### src/rtl/alu_pkg.sv
// Shared ALU definitions.
//   div_state_t : iterative divider FSM states
//   ALU_ADD/SUB : add/sub unit control encodings (SUB computes a + ~b + 1)
package alu_pkg;
  typedef enum logic [1:0] {
    IDLE = 2'd0,
    CALC = 2'd1,
    DONE = 2'd2
  } div_state_t;

  localparam logic ALU_ADD = 1'b0;
  localparam logic ALU_SUB = 1'b1;
endpackage

### src/rtl/add_sub_unit.sv
// N-bit ripple add/sub unit.
//   a, b    : operands
//   control : 0 = a + b, 1 = a + ~b + 1 (a - b)
//   y       : N-bit result
//   cout    : carry out; for subtraction 1 means no borrow (a >= b)
module add_sub_unit #(
  parameter int N = 8
) (
  input  logic [N-1:0] a,
  input  logic [N-1:0] b,
  input  logic         control,
  output logic [N-1:0] y,
  output logic         cout
);
  logic [N-1:0] b_x;
  logic [N:0]   c;

  // control doubles as the carry-in, completing the two's complement of b
  assign c[0] = control;

  for (genvar i = 0; i < N; i++) begin : g_bit
    mux_not   u_inv (.a(b[i]), .sel(control), .y(b_x[i]));
    fulladder u_fa  (.a(a[i]), .b(b_x[i]), .cin(c[i]), .s(y[i]), .cout(c[i+1]));
  end

  assign cout = c[N];
endmodule

### src/rtl/fulladder.sv
// One-bit full adder.
//   a, b, cin : addends and carry in
//   s, cout   : sum and carry out
module fulladder (
  input  logic a,
  input  logic b,
  input  logic cin,
  output logic s,
  output logic cout
);
  assign s    = a ^ b ^ cin;
  assign cout = (a & b) | (cin & (a ^ b));
endmodule

### src/rtl/mux_not.sv
// Conditional inverter: y = sel ? ~a : a.
//   a   : data bit
//   sel : 1 = invert
//   y   : result
module mux_not (
  input  logic a,
  input  logic sel,
  output logic y
);
  assign y = sel ? ~a : a;
endmodule

### src/rtl/addsub_div_ctrl.sv
// Iterative unsigned restoring divider, one trial subtraction per clock
// through a shared add/sub unit.
//   clk, reset      : clock, synchronous active-high reset
//   start           : request, accepted only in IDLE
//   dividend/divisor: operands, captured on accepted start
//   busy            : division in progress (CALC)
//   done            : one-cycle pulse, results valid
//   quotient/remainder/div_by_zero : results, held until next accepted start
module addsub_div_ctrl
  import alu_pkg::*;
#(
  parameter int WIDTH = 32
) (
  input  logic             clk,
  input  logic             reset,
  input  logic             start,
  input  logic [WIDTH-1:0] dividend,
  input  logic [WIDTH-1:0] divisor,
  output logic             busy,
  output logic             done,
  output logic [WIDTH-1:0] quotient,
  output logic [WIDTH-1:0] remainder,
  output logic             div_by_zero
);
  localparam int            CW   = $clog2(WIDTH);
  localparam logic [CW-1:0] LAST = CW'(WIDTH - 1);

  div_state_t       state_q, state_d;
  logic [WIDTH-1:0] q_q, q_d, r_q, r_d, d_q, d_d;
  logic [WIDTH-1:0] quot_q, quot_d, rem_q, rem_d;
  logic [CW-1:0]    cnt_q, cnt_d;
  logic             dbz_q, dbz_d;

  logic [WIDTH:0]   rs, diff;
  logic             no_borrow;
  logic [WIDTH-1:0] r_nxt, q_nxt;

  // Shift the next dividend bit into the partial remainder, then trial-subtract.
  assign rs = {r_q, q_q[WIDTH-1]};

  add_sub_unit #(.N(WIDTH + 1)) u_addsub (
    .a      (rs),
    .b      ({1'b0, d_q}),
    .control(ALU_SUB),
    .y      (diff),
    .cout   (no_borrow)
  );

  // Restoring step: keep the difference only when it did not borrow.
  assign r_nxt = no_borrow ? diff[WIDTH-1:0] : rs[WIDTH-1:0];
  assign q_nxt = {q_q[WIDTH-2:0], no_borrow};

  always_comb begin
    state_d = state_q;
    q_d     = q_q;
    r_d     = r_q;
    d_d     = d_q;
    cnt_d   = cnt_q;
    quot_d  = quot_q;
    rem_d   = rem_q;
    dbz_d   = dbz_q;
    unique case (state_q)
      IDLE: begin
        if (start) begin
          q_d   = dividend;
          d_d   = divisor;
          r_d   = '0;
          cnt_d = '0;
          if (divisor != '0) begin
            state_d = CALC;
            dbz_d   = 1'b0;
          end else begin
            state_d = DONE;
            quot_d  = '1;
            rem_d   = dividend;
            dbz_d   = 1'b1;
          end
        end
      end
      CALC: begin
        q_d   = q_nxt;
        r_d   = r_nxt;
        cnt_d = cnt_q + 1'b1;
        if (cnt_q == LAST) begin
          state_d = DONE;
          quot_d  = q_nxt;
          rem_d   = r_nxt;
        end
      end
      DONE:    state_d = IDLE;
      default: state_d = IDLE;
    endcase
  end

  always_ff @(posedge clk) begin
    if (reset) begin
      state_q <= IDLE;
      q_q     <= '0;
      r_q     <= '0;
      d_q     <= '0;
      cnt_q   <= '0;
      quot_q  <= '0;
      rem_q   <= '0;
      dbz_q   <= 1'b0;
    end else begin
      state_q <= state_d;
      q_q     <= q_d;
      r_q     <= r_d;
      d_q     <= d_d;
      cnt_q   <= cnt_d;
      quot_q  <= quot_d;
      rem_q   <= rem_d;
      dbz_q   <= dbz_d;
    end
  end

  assign busy        = (state_q == CALC);
  assign done        = (state_q == DONE);
  assign quotient    = quot_q;
  assign remainder   = rem_q;
  assign div_by_zero = dbz_q;
endmodule

### config.mk
export PLATFORM = sky130hd
export DESIGN_NAME = addsub_div_ctrl
export DESIGN_NICKNAME = d
export VERILOG_FILES = /design/src/rtl/alu_pkg.sv /design/src/rtl/add_sub_unit.sv /design/src/rtl/fulladder.sv /design/src/rtl/mux_not.sv /design/src/rtl/addsub_div_ctrl.sv
export SDC_FILE = /design/constraint.sdc
export NUM_CORES = 1
export LEC_CHECK = 0
export ABC_AREA = 1
export BUFFER_PORTS_ARGS = -buffer_cell sky130_fd_sc_hd__buf_2
export CAP_MARGIN = 20
export CORE_MARGIN = 4
export CORE_UTILIZATION = 50
export CTS_CLUSTER_DIAMETER = 80
export DETAILED_ROUTE_END_ITERATION = 8
export PLACE_DENSITY_LB_ADDON = 0.3
export SYNTH_ARGS = -nofsm -noshare
export SYNTH_HDL_FRONTEND = slang
export SYNTH_SLANG_ARGS = --single-unit
### constraint.sdc
create_clock -name clk -period 17.9 [get_ports clk]
set_clock_uncertainty 0.15 [all_clocks]
set_input_delay 3.58 -clock clk [delete_from_list [all_inputs] [get_ports clk]]
set_output_delay 3.58 -clock clk [all_outputs]
set_load 0.01 [all_outputs]
-- Yosys cells after proc, flatten, opt, wreduce, memory -nomap -nowiden
Index checks and enable logic that the tools add are counted.
W data, S select, Z words.
- add/sub/neg operators: 1
- $mul: 0
- divide/modulo/power cells: 0
- $lt $le $gt $ge: 0
- equality and inequality tests: 6
- shift operators: 0
- multiplexer cells: 20
- bitwise operators: 194
- reductions and logical operators: 7
- operator list (cell ; count):
    $mux W32 ; 9
    $pmux W32 S2 ; 4
    $and A1 B1 Y1 ; 64
    $xor A1 B1 Y1 ; 63
    $not A1 Y1 ; 34
    $or A1 B1 Y1 ; 33
    $reduce_bool A32 Y1 ; 1
    $pmux W5 S2 ; 1
    $mux W2 ; 3
    $reduce_and A2 Y1 ; 3
    $add A5 B1 Y5 const B ; 1
    $eq A5 B5 Y1 const B ; 1
    $mux W5 ; 1
    $ne A2 B2 Y1 const B ; 2
    $pmux W2 S2 ; 1
    $reduce_and A4 Y1 ; 1
    $eq A2 B1 Y1 const B ; 1
    $eq A2 B2 Y1 const B ; 1
    $logic_not A2 Y1 ; 1
    $ne A2 B1 Y1 const B ; 1
    $reduce_bool A2 Y1 ; 1
    $mux W1 ; 1
- flip-flop bits (word level): 168
- bits in latches: 0
- RAM bits: 0
- memory bits (read-only): 0
- input bits: 67
- output and inout port bits: 67
- logic and storage cells: 236
- memories kept: 0

-- Depth between registers and ports, before layout
- depth after elaboration: 70
- mapped depth: 43
- gate-level depth less buffers: 43

-- Modules after synthesis
From an unflattened synthesis, not the netlist that was laid out.
- cells, all modules: 1257
- area total of the unflattened synthesis: 8629.5 sq um
- by module, submodules not included (module ; instances ; cells an instance ; area an instance (sq um)):
    addsub_div_ctrl ; 1 ; 1059 ; 7349.5
    fulladder ; 33 ; 1 ; 20.0
    mux_not ; 33 ; 5 ; 18.8

-- Worst setup path after synthesis
No wires, ideal clock.
- path type: register to register
- from: register q_q[31]
- to: register rem_q[10], in the netlist remainder[10]
- setup time: 0.115 ns
- arrival: 14.857 ns
- slack: 2.778 ns
- stages on the path, launching flop included: 44
- path buffers: 1
- cells stage by stage: dfxtp_1 -> inv_1 -> ha_1 -> inv_1 -> fa_1 -> fa_1 -> fa_1 -> fa_1 -> fa_1 -> fa_1 -> fa_1 -> fa_1 -> fa_1 -> fa_1 -> fa_1 -> fa_1 -> fa_1 -> fa_1 -> [... 8 more ...] -> fa_1 -> fa_1 -> fa_1 -> fa_1 -> fa_1 -> fa_1 -> fa_1 -> inv_1 -> fa_1 -> fa_1 -> nand2_1 -> buf_2 -> nand2_1 -> nand2_1 -> a21boi_0 -> nand3_1 -> nand2_1 -> nor2_1
- cells in the longest elaborated chain, start to end: 69
- elaborated cells on any way between the ends: 71
- ends and longest elaborated chain (what ; line ; RTL):
    start: declaration ; addsub_div_ctrl.sv:29 ; logic [WIDTH-1:0] q_q, q_d, r_q, r_d, d_q, d_d;
    start signal: assignment ; addsub_div_ctrl.sv:107 ; q_q <= q_d;
    $and A1 B1 Y1 or $xor A1 B1 Y1 (tied branches) ; fulladder.sv:12 ; assign cout = (a & b) | (cin & (a ^ b));
    $or A1 B1 Y1 * ; fulladder.sv:12 ;
    $and A1 B1 Y1 * ; fulladder.sv:12 ;
    $or A1 B1 Y1 * ; fulladder.sv:12 ;
    $and A1 B1 Y1 * ; fulladder.sv:12 ;
    $or A1 B1 Y1 * ; fulladder.sv:12 ;
    $and A1 B1 Y1 * ; fulladder.sv:12 ;
    $or A1 B1 Y1 * ; fulladder.sv:12 ;
    [... 53 more ...] ; n/a ;
    $or A1 B1 Y1 ; fulladder.sv:12 ;
    $and A1 B1 Y1 ; fulladder.sv:12 ;
    $or A1 B1 Y1 ; fulladder.sv:12 ;
    $and A1 B1 Y1 ; fulladder.sv:12 ;
    $or A1 B1 Y1 ; fulladder.sv:12 ;
    $mux W32 * ; addsub_div_ctrl.sv:50 ; assign r_nxt = no_borrow ? diff[WIDTH-1:0] : rs[WIDTH-1:0];
    $mux W32 * ; addsub_div_ctrl.sv:84 ; if (cnt_q == LAST) begin
    $pmux W32 S2 * ; addsub_div_ctrl.sv:62 ; unique case (state_q)
    end signal: assignment ; addsub_div_ctrl.sv:112 ; rem_q <= rem_d;
    end: declaration ; addsub_div_ctrl.sv:30 ; logic [WIDTH-1:0] quot_q, quot_d, rem_q, rem_d;
Every way passes the cells marked *; elsewhere a longest branch is shown, timed or not. The select of a mux whose other input is x is not followed.
A chain may end at the register's enable or synchronous reset.

-- Worst setup path after layout
- from: register q_q[31]
- to: register rem_q[21], in the netlist remainder[21]
- cells in the longest elaborated chain, start to end: 69
- elaborated cells on any way between the ends: 71
- ends and longest elaborated chain (what ; line):
    $and A1 B1 Y1 or $xor A1 B1 Y1 (tied branches) ; fulladder.sv:12
    $or A1 B1 Y1 * ; fulladder.sv:12
    $and A1 B1 Y1 * ; fulladder.sv:12
    $or A1 B1 Y1 * ; fulladder.sv:12
    $and A1 B1 Y1 * ; fulladder.sv:12
    $or A1 B1 Y1 * ; fulladder.sv:12
    $and A1 B1 Y1 * ; fulladder.sv:12
    $or A1 B1 Y1 * ; fulladder.sv:12
    [... 53 more ...] ; n/a
    $or A1 B1 Y1 ; fulladder.sv:12
    $and A1 B1 Y1 ; fulladder.sv:12
    $or A1 B1 Y1 ; fulladder.sv:12
    $and A1 B1 Y1 ; fulladder.sv:12
    $or A1 B1 Y1 ; fulladder.sv:12
    $mux W32 * ; addsub_div_ctrl.sv:50
    $mux W32 * ; addsub_div_ctrl.sv:84
    $pmux W32 S2 * ; addsub_div_ctrl.sv:62
Marked as above.

==> results.py <==
metrics = {
    "logic_synthesis": {
        "synth_flop_cell": "dfxtp_1",
        "yosysWarnings": 0,
        "seq_area_frac_synth_pct": 41.4,
        "synthCells": 1107,
        "synth.distinct_cells": 26,
        "synth_nets": 1208,
        "syn_area_um2": 8120,
        "syn_avg_cell_area_um2": 7.33,
        "synth_enable_flop_cells": 0,
        "ys_async_sr_fraction_pct": 0,
        "ys_seq_elements": 168,
    },
    "critical_path": {
        "cpMaxStageDelayCell": "fa_1",
        "critPathArrivalTime_ns": 16.37,
        "r2r_slack_ns": 1.71,
        "r2r_start": "q_q[31]$_SDFFE_PP0P_",
        "ff2ff_path_depth": 44,
        "crit_end": "remainder[21]$_SDFFE_PP0P_",
        "required_ns": 18.08,
        "r2r-end": "remainder[21]$_SDFFE_PP0P_",
        "crit_type": "reg -> reg",
        "crit_fanout": 32,
        "worst_path_largest_cell_delay_ns": 0.49,
        "startpoint": "q_q[31]$_SDFFE_PP0P_",
        "startpoint_type": "flip-flop",
        "crit_top_cell": "fa_1",
        "end_kind": "flip-flop",
    },
    "sta": {
        "fin_tns_setup_ns": 0,
        "max-slew-margin-rel_pct": 34.9,
        "slew_viol_final": 0,
        "fin_crit_sh_pct": 90.4,
        "finalCriticalPeriod_ns": 16.19,
        "fmax_ghz": 0.0618,
        "final.setup.worst_slack_ns": 1.71,
        "rsz0062_at_grt": "no",
        "hold_violations": 0,
        "tightest_slew_ns": 0.976,
        "setup_violations": 0,
    },
    "grt": {
        "grt_pass1_wl_um": 34400,
        "grt_pass1_vias": 6622,
        "grt_antenna_before_repair": 0,
        "track_usage_pct": 23.3,
        "grt-ovfl-total": 0,
        "grt_max_degree": 100,
    },
    "clocking": {
        "post_cts_buffers": 0,
        "clock_latency_ns": 0.44,
        "cts_tree": "yes",
        "clockBufferDepth": 2,
        "root_buffer": "clkbuf_16",
        "postCtsHoldBufs": 0,
        "ctsResizeCount": 0,
        "h-tree-depth": 4,
        "clock_sinks": 168,
        "path_clk_slew_ns": 0.06,
        "numCtsBuffers": 17,
    },
    "floorplan": {
        "die_w_um": 135,
        "dieArea_um2": 18300,
        "io-pin-count": 134,
        "initial_core_util_pct": 51.1,
        "core_um2": 15900,
        "die_h_um": 135,
        "rows": 46,
    },
    "pwr": {
        "leakagePower_nw": 4.02,
        "ir_drop_v": 0.0000765,
        "p_per_area_nw_per_um2": 106,
    },
    "detailed_routing": {
        "post-route-drc-count": 0,
        "first_iter_violations": 569,
        "routed_wl_um": 20900,
        "dr_total_vias": 7496,
        "routed_via_density": 5.32,
        "drt_pass1_iterations": 5,
        "wl_per_cell_um": 14.8,
        "ant_nets": 0,
    },
    "placed_design": {
        "port_buffers": 133,
        "gp_congestion": 0.900,
        "dp_cells": 1376,
        "post-place-ws_ns": 1.17,
        "place_hpwl_um": 14000,
    },
    "layout": {
        "area.growth.synth_to_final_pct": 14.3,
        "final_nets": 1281,
        "post-route-util_pct": 58.4,
        "layout.filler_cells": 1537,
        "antenna_cells": 0,
        "instances_no_fill": 1409,
        "drive_gt1_share_pct": 15.5,
    },
    "min_path": {
        "hold_path.class": "reg -> reg",
    },
    "run_status": {
        "status": "complete, no violations",
    },
    "flow_run": {
        "cap_viol_max_count": 0,
    },
}
[logic make-up after synthesis]
logic type,Yosys count,synth area share (%)
AO/OA/AOI/OAI,264,17.9
adder cells (fa/ha/maj),34,8.11
buffers and inverters,138,7.63
flip-flops,168,41.4
AND/OR/NAND/NOR,503,25.0
[through the flow]
step	power (W)	hold slack [ns]	instance area (um^2)
6_report	0.000986	0.318	9280
5_1_grt	0.00104	0.337	9280
4_1_cts	0.000985	0.320	9250
3_5_place_dp	0.000649	0.308	8710
3_3_place_gp	0.000646	0.301	8710
2_1_floorplan	0.000590	0.290	8120
[area by class of cell]
class                   instances  area [um^2]  share of cell area, %
well taps                     216          270                   2.91
clock inverters                11         72.6                  0.782
flip-flops and latches        168         3360                   36.3
clock buffers                  21          470                   5.07
inverters                      48          181                   1.96
multi-input cells             801         4150                   44.7
repair buffers                144          768                   8.28
[registers in the layout, summed over array words and instances (netlist names)]
name / cells
remainder: 32
r_q: 32
quotient: 32
d_q: 32
div_by_zero: 1
state_q: 2
cnt_q: 5
q_q: 32
[worst min-delay path by stage]
stage | startpoint | endpoint | cells past startpoint
6_report | r_q[30]$_SDFFE_PP0P_ | r_q[30]$_SDFFE_PP0P_ | 2
5_1_grt | quotient[20]$_SDFFE_PP0P_ | quotient[20]$_SDFFE_PP0P_ | 2
4_1_cts | r_q[30]$_SDFFE_PP0P_ | r_q[30]$_SDFFE_PP0P_ | 2
3_5_place_dp | r_q[30]$_SDFFE_PP0P_ | r_q[30]$_SDFFE_PP0P_ | 2
3_3_place_gp | r_q[31]$_SDFFE_PP0P_ | r_q[31]$_SDFFE_PP0P_ | 2
2_1_floorplan | r_q[29]$_SDFFE_PP0P_ | r_q[29]$_SDFFE_PP0P_ | 2
[critical path, delay by kind of cell, from the launching register on]
family                   cells  cell delay [ns]
AND/OR/NAND/NOR              6             0.70
buffers and inverters        5             0.79
adder cells (fa/ha/maj)     32            13.96
flip-flops                   1             0.30
AO/OA/AOI/OAI                1             0.18
[per-layer routing]
layer	up-vias	wire length [um]	share of wire, %	GRT usage, %
li1	3773	-	-	-
met1	3438	10300	49	35.8
met2	258	8860	42	33.3
met3	27	1340	6.4	4.05
met4	0	391	1.9	7.39
met5	-	0	0	0
[cells in the mapped netlist (30+ instances only)]
| cell | n | share of area (%) |
|---|---|---|
| a21boi_0 | 31 | 2.9 |
| a21oi_1 | 129 | 8.0 |
| a31oi_1 | 32 | 2.5 |
| buf_2 | 35 | 2.2 |
| clkbuf_1 | 30 | 1.4 |
| dfxtp_1 | 168 | 41 |
| fa_1 | 31 | 7.6 |
| inv_1 | 44 | 2.0 |
| nand2_1 | 272 | 13 |
| nand3_1 | 94 | 5.8 |
| nor2_1 | 132 | 6.1 |
| o21ai_0 | 63 | 3.9 |
[cell usage in the layout (no fill, tap or decap), types with 5 or more instances in the layout]
cell type  count
buf_4         10
buf_2        133
o21ai_1        5
nand3_1       94
a21oi_1      129
nand2_1      272
dfxtp_1      168
clkinv_2       6
a21boi_0      31
o21ai_0       63
fa_1          31
inv_1         43
nor2_1       132
clkbuf_16     17
a31oi_1       32
[where the power goes]
group	switching, W	total (W)	internal, W
logic	0.000147	0.000224	0.0000774
registers	0.0000189	0.000423	0.000404
clock network	0.000152	0.000339	0.000188
Power figures use the tool's default switching activity.
